<file path="config.mk">
export PLATFORM = sky130hd
export DESIGN_NAME = ex_stage
export DESIGN_NICKNAME = d
export VERILOG_FILES = /design/src/rtl/ex_stage.sv
export SDC_FILE = /design/constraint.sdc
export NUM_CORES = 2
export LEC_CHECK = 0
export CAP_MARGIN = 30
export CORE_UTILIZATION = 50
export DETAILED_ROUTE_END_ITERATION = 8
export PLACE_DENSITY = 0.72
export SYNTH_ARGS = -nofsm -noshare
export SYNTH_HDL_FRONTEND = slang
export SYNTH_SLANG_ARGS = --single-unit
</file>
<file path="constraint.sdc">
create_clock -name clk -period 35.9 [get_ports clk]
set_input_delay 10.77 -clock clk [delete_from_list [all_inputs] [get_ports clk]]
set_output_delay 10.77 -clock clk [all_outputs]
set_load 0.05 [all_outputs]
</file>
<file path="src/rtl/ex_stage.sv">
// Execute stage: ALU, {GT,E} flags, branch resolution and an iterative signed divider.
// The divider and its FSM are built only when EX_DIVIDER_EN is defined; state updates on negedge clk.
module ex_stage #(
  parameter int unsigned WIDTH = 32
) (
  input  logic             clk,
  input  logic             rst_n,
  input  logic [WIDTH-1:0] input_EX_PC,
  input  logic [WIDTH-1:0] EX_branchTarget,
  input  logic [WIDTH-1:0] Operand_EX_A,
  input  logic [WIDTH-1:0] Operand_EX_B,
  input  logic [WIDTH-1:0] Operand_EX_2,
  input  logic [WIDTH-1:0] input_EX_IR,
  input  logic [21:0]      Input_EX_controlBus,
  output logic [WIDTH-1:0] EX_aluResult,
  output logic [WIDTH-1:0] EX_branchPC,
  output logic             EX_isBranchTaken,
  output logic             EX_stall,
  output logic [1:0]       EX_flags
);

  logic is_st, is_ld, is_beq, is_bgt, is_ret, is_ubranch;
  logic is_add, is_sub, is_cmp, is_mul, is_div, is_mod;
  logic is_lsl, is_lsr, is_asr, is_or, is_and, is_not, is_mov;

  assign is_st      = Input_EX_controlBus[0];
  assign is_ld      = Input_EX_controlBus[1];
  assign is_beq     = Input_EX_controlBus[2];
  assign is_bgt     = Input_EX_controlBus[3];
  assign is_ret     = Input_EX_controlBus[4];
  assign is_ubranch = Input_EX_controlBus[7];
  assign is_add     = Input_EX_controlBus[9];
  assign is_sub     = Input_EX_controlBus[10];
  assign is_cmp     = Input_EX_controlBus[11];
  assign is_mul     = Input_EX_controlBus[12];
  assign is_div     = Input_EX_controlBus[13];
  assign is_mod     = Input_EX_controlBus[14];
  assign is_lsl     = Input_EX_controlBus[15];
  assign is_lsr     = Input_EX_controlBus[16];
  assign is_asr     = Input_EX_controlBus[17];
  assign is_or      = Input_EX_controlBus[18];
  assign is_and     = Input_EX_controlBus[19];
  assign is_not     = Input_EX_controlBus[20];
  assign is_mov     = Input_EX_controlBus[21];

  // PC, store data, IR and the immediate/writeback/call controls are consumed by later stages.
  logic unused_inputs;
  assign unused_inputs = ^{input_EX_PC, Operand_EX_2, input_EX_IR, Input_EX_controlBus[5],
                           Input_EX_controlBus[6], Input_EX_controlBus[8]};

  logic [WIDTH-1:0] a, b;
  assign a = Operand_EX_A;
  assign b = Operand_EX_B;

  logic             div_stall;
  logic [WIDTH-1:0] div_result;

`ifdef EX_DIVIDER_EN
  typedef enum logic [1:0] {StIdle, StBusy, StDone} div_state_e;

  div_state_e       state_q, state_d;
  logic [5:0]       cnt_q, cnt_d;
  logic [WIDTH-1:0] quo_q, quo_d;
  logic [WIDTH-1:0] rem_q, rem_d;
  logic [WIDTH-1:0] dvsr_q, dvsr_d;
  logic             q_neg_q, q_neg_d;
  logic             r_neg_q, r_neg_d;
  logic             div_zero_q, div_zero_d;
  logic [WIDTH:0]   trial;

  always_ff @(negedge clk or negedge rst_n) begin
    if (!rst_n) begin
      state_q    <= StIdle;
      cnt_q      <= '0;
      quo_q      <= '0;
      rem_q      <= '0;
      dvsr_q     <= '0;
      q_neg_q    <= 1'b0;
      r_neg_q    <= 1'b0;
      div_zero_q <= 1'b0;
    end else begin
      state_q    <= state_d;
      cnt_q      <= cnt_d;
      quo_q      <= quo_d;
      rem_q      <= rem_d;
      dvsr_q     <= dvsr_d;
      q_neg_q    <= q_neg_d;
      r_neg_q    <= r_neg_d;
      div_zero_q <= div_zero_d;
    end
  end

  always_comb begin
    state_d    = state_q;
    cnt_d      = cnt_q;
    quo_d      = quo_q;
    rem_d      = rem_q;
    dvsr_d     = dvsr_q;
    q_neg_d    = q_neg_q;
    r_neg_d    = r_neg_q;
    div_zero_d = div_zero_q;
    div_stall  = 1'b0;
    // Restoring step: quo_q doubles as the dividend shift register.
    trial      = {rem_q, quo_q[WIDTH-1]} - {1'b0, dvsr_q};
    unique case (state_q)
      StIdle: begin
        if (is_div || is_mod) begin
          div_stall  = 1'b1;
          state_d    = StBusy;
          cnt_d      = '0;
          quo_d      = a[WIDTH-1] ? -a : a;
          dvsr_d     = b[WIDTH-1] ? -b : b;
          rem_d      = '0;
          q_neg_d    = a[WIDTH-1] ^ b[WIDTH-1];
          r_neg_d    = a[WIDTH-1];
          div_zero_d = (b == '0);
        end
      end
      StBusy: begin
        div_stall = 1'b1;
        cnt_d     = cnt_q + 6'd1;
        if (trial[WIDTH]) begin
          rem_d = {rem_q[WIDTH-2:0], quo_q[WIDTH-1]};
        end else begin
          rem_d = trial[WIDTH-1:0];
        end
        quo_d = {quo_q[WIDTH-2:0], ~trial[WIDTH]};
        if (cnt_q == 6'd31) begin
          state_d = StDone;
        end
      end
      StDone: begin
        state_d = StIdle;
      end
      default: begin
        state_d = StIdle;
      end
    endcase
  end

  logic [WIDTH-1:0] quo_res, rem_res;
  // Operands are held by the stalled OF/EX latch, so A is still valid for the /0 remainder.
  assign quo_res = div_zero_q ? '1 : (q_neg_q ? -quo_q : quo_q);
  assign rem_res = div_zero_q ? a : (r_neg_q ? -rem_q : rem_q);
  assign div_result = (state_q != StDone) ? '0 : (is_mod ? rem_res : quo_res);
`else
  assign div_stall  = 1'b0;
  assign div_result = '0;
`endif

  logic [WIDTH-1:0] alu_raw;

  always_comb begin
    alu_raw = '0;
    if (is_add || is_ld || is_st) begin
      alu_raw = a + b;
    end else if (is_sub || is_cmp) begin
      alu_raw = a - b;
    end else if (is_mul) begin
      alu_raw = a * b;
    end else if (is_lsl) begin
      alu_raw = a << b[4:0];
    end else if (is_lsr) begin
      alu_raw = a >> b[4:0];
    end else if (is_asr) begin
      alu_raw = $unsigned($signed(a) >>> b[4:0]);
    end else if (is_or) begin
      alu_raw = a | b;
    end else if (is_and) begin
      alu_raw = a & b;
    end else if (is_not) begin
      alu_raw = ~b;
    end else if (is_mov) begin
      alu_raw = b;
    end else if (is_div || is_mod) begin
      alu_raw = div_result;
    end
  end

  logic flag_e_q, flag_gt_q;

  always_ff @(negedge clk or negedge rst_n) begin
    if (!rst_n) begin
      flag_e_q  <= 1'b0;
      flag_gt_q <= 1'b0;
    end else if (is_cmp && !EX_stall) begin
      flag_e_q  <= (a == b);
      flag_gt_q <= ($signed(a) > $signed(b));
    end
  end

  assign EX_flags         = {flag_gt_q, flag_e_q};
  assign EX_stall         = rst_n & div_stall;
  assign EX_aluResult     = rst_n ? alu_raw : '0;
  assign EX_branchPC      = !rst_n ? '0 : (is_ret ? a : EX_branchTarget);
  assign EX_isBranchTaken = rst_n & ~div_stall &
                            (is_ubranch | (is_beq & flag_e_q) | (is_bgt & flag_gt_q));

endmodule

</file>
==> metrics.md <==
| Metric | Value |
|---|---|
| Setup slack, reg-to-reg | 35.12 ns |
| Sequential area share after synthesis | 0.198% |
| Post_cts resized | 0 |
| WL/cell | 28.9 µm |
| Hold Fails Final Rpt | 0 |
| DRC Markers | 0 |
| I/O pins | 284 |
| RSZ-0062 raised after global routing | no |
| Final GP Congestion | 1.04 |
| Vias | 25,800 |
| Post-detail-place hpwl | 84,100 µm |
| CTS sink cnt | 2 |
| TNS Setup | 0 ns |
| Reg clk slew, reported paths | 0.03 ns |
| Initial Util | 50.5% |
| CP max FO | 15 |
| Grt total ovfl | 0 |
| Crit start category | primary input |
| Final ANT Viol Nets | 0 |
| GRT Util Overall | 45.3% |
| Main synth FF type | dfrtn_1 |
| Syn. warnings | 0 |
| Hold path depth | 1 |
| Hold Path End | flag_e_q$_DFFE_NN0P_ |
| Synth Instances | 3,239 |
| Slew @ Worst Pin | 1.11 ns |
| Die height | 227 µm |
| Distinct cells, synth | 88 |
| Setup Fix Bufs, Post-CTS | 0 |
| Vias per cell | 6.52 |
| Critical Path RT | 18.03 ns |
| Routed Wire Length | 115,000 µm |
| Max_cap viols | 0 |
| Worst Hold Class | flip-flop to flip-flop |
| Initial DRC count | 3,249 |
| Rows | 82 |
| Fin. max-slew vios | 0 |
| Number of synthesized flops with an enable pin | 0 |
| CTS Root Cell | clkbuf_16 |
| WS Path Type | primary input to flip-flop |
| CTS tree | done |
| Hold path startpoint | flag_e_q$_DFFE_NN0P_ |
| Maximum clock path buffer count | 2 |
| Largest net degree at the start of global routing | 65 |
| WP data arrival | 14.96 ns |
| First-pass GRT wire length | 167,000 µm |
| Mapped Avg Cell Area | 7.81 µm² |
| Filler cell count | 4,882 |
| Mapped cell area | 25,300 µm² |
| Post-cts hold buffer count | 0 |
| Syn Nets | 4,085 |
| Most frequent cells in the layout | 562 x nor2_1, 463 x inv_1, 410 x fa_1 |
| Reg2Reg Capture Point | flag_e_q$_DFFE_NN0P_ |
| DIE WIDTH | 227 µm |
| DR pass1 iterations | 7 |
| Die area | 51,500 µm² |
| Core footprint | 50,100 µm² |
| Inserted Clock Buffers | 3 |
| IO Port Bufs | 181 |
| Layout Nets | 4,134 |
| Multi-input logic area | 22,500 µm² |
| Commonest non-fill, non-tap cell in the layout | nor2_1 |
| Asr flop ratio synth | 100% |
| #FFs+latches synth | 2 |
| Htree depth | 1 |
| Final Skew | 0 ns |
| P&R area growth vs syn | 9.67% |
| Reg-to-Reg Start | flag_e_q$_DFFE_NN0P_ |
| Max_slew headroom | 25.5% |
| Initial antenna violation count | 9 |
| Outcome | finished clean |
| Register area | 50.0 µm² |
| Final Setup Violations | 0 |
| FF-to-FF path depth | 1 |
| Critical path endpoint category | flip-flop |
| Share of cells above drive strength 1 | 6.42% |
| Vias in the first global route | 25,400 |
| Worst-Skew Late Latency | 0.26 ns |
==> synth_stat cells (8+ instances only) <==
| cell type | instances | share of area (%) |
|---|---|---|
| nor2_1 | 564 | 8.4 |
| inv_1 | 465 | 6.9 |
| fa_1 | 410 | 32 |
| nand2_1 | 307 | 4.6 |
| ha_1 | 220 | 11 |
| a21oi_1 | 171 | 3.4 |
| clkbuf_1 | 151 | 2.2 |
| o21ai_0 | 128 | 2.5 |
| mux2i_1 | 111 | 4.4 |
| xnor2_1 | 62 | 2.1 |
| mux4_2 | 61 | 5.4 |
| buf_1 | 41 | 0.61 |
| a211oi_1 | 32 | 0.95 |
| nor3_1 | 29 | 0.57 |
| a21o_1 | 27 | 0.80 |
| nand3_1 | 27 | 0.53 |
| o211ai_1 | 27 | 0.80 |
| xor2_1 | 25 | 0.87 |
| buf_2 | 22 | 0.44 |
| o21bai_1 | 22 | 0.65 |
| nor2b_1 | 19 | 0.47 |
| o22ai_1 | 19 | 0.47 |
| a31oi_1 | 17 | 0.42 |
| a221oi_1 | 14 | 0.48 |
| o21a_1 | 14 | 0.42 |
| o31ai_1 | 14 | 0.42 |
| clkinv_1 | 13 | 0.19 |
| nor4_1 | 12 | 0.30 |
| and3_1 | 11 | 0.27 |
| buf_4 | 11 | 0.33 |
| nand2b_1 | 11 | 0.27 |
| o221ai_1 | 11 | 0.38 |
| a211o_1 | 9 | 0.31 |
| mux2_2 | 9 | 0.40 |
| a221o_1 | 8 | 0.32 |
| nand4_1 | 8 | 0.20 |
| or3_1 | 8 | 0.20 |
==> worst max-delay path by stage <==
stage                                start                     to  slack [ns]  cells past startpoint
after floorplan            Operand_EX_B[3]  flag_gt_q$_DFFE_NN0P_        3.74                     17
after CTS                 Operand_EX_B[13]  flag_gt_q$_DFFE_NN0P_        3.26                     13
after detailed placement  Operand_EX_B[13]  flag_gt_q$_DFFE_NN0P_        3.01                     13
after global routing      Operand_EX_B[13]  flag_gt_q$_DFFE_NN0P_        3.04                     13
final                     Operand_EX_B[13]  flag_gt_q$_DFFE_NN0P_        3.07                     13
after global placement    Operand_EX_B[13]  flag_gt_q$_DFFE_NN0P_        3.05                     13
==> flip-flops by register name, summed over array words and instances (netlist names) <==
| register | flops |
|---|---|
| flag_e_q | 1 |
| flag_gt_q | 1 |
==> cell families (layout without fill, tap and decap cells) <==
group	count (synthesis)	count (layout)	share of synthesized area [%]
adders and majority gates	630	630	43.3
muxes	181	181	10.2
DFF	2	2	0.198
buffers and inverters	714	761	11.0
AOI/OAI and AO/OA	597	597	15.4
other	1	6	0.0148
xor gates and xnor gates	88	88	3.10
and+or+nand+nor	1026	1026	16.7
==> cell type report <==
class / count / area share, %
well taps: 672 / 3.03
clock buffers: 3 / 0.271
flip-flops and latches: 2 / 0.180
diodes: 5 / 0.0451
multi-input cells: 2523 / 81.0
repair buffers: 275 / 8.96
inverters: 483 / 6.54
==> stage by stage <==
stage               hold WS, ns  cells  setup WS [ns]  utilization (%)  instance area, µm²
floorplan                 0.465   3239           3.74                -               25300
global placement          0.522   3953           3.05             55.2               27600
detailed placement        0.521   3955           3.01             55.2               27700
CTS                       0.521   3958           3.26             55.4               27700
global route              0.553   3959           3.04             55.4               27700
finish                    0.515   3963           3.07             55.4               27700
==> worst max-delay path, cell delays in order <==
cell             delay (ns)
clkdlybuf4s50_1        0.88
inv_1                  0.51
ha_1                   0.76
nor2b_1                0.12
a2111oi_2              0.38
o211ai_1               0.14
or3_4                  0.39
nand3_2                0.11
a21boi_1               0.10
o21ai_0                0.21
a21oi_1                0.10
o41ai_1                0.33
a31oi_1                0.14
==> metal layers <==
| layer | vias up | share of wire, % | global-route usage, % |
|---|---|---|---|
| met2 | 2051 | 42 | 66.9 |
| met1 | 12600 | 36 | 58.4 |
| met3 | 503 | 14 | 12.3 |
| met4 | 6 | 7.8 | 29.4 |
| met5 | - | 0.036 | 0 |
| li1 | 10700 | - | - |
Power is not shown: default switching activity piles up to over one toggle a cycle in this logic, so the estimate is an artifact.
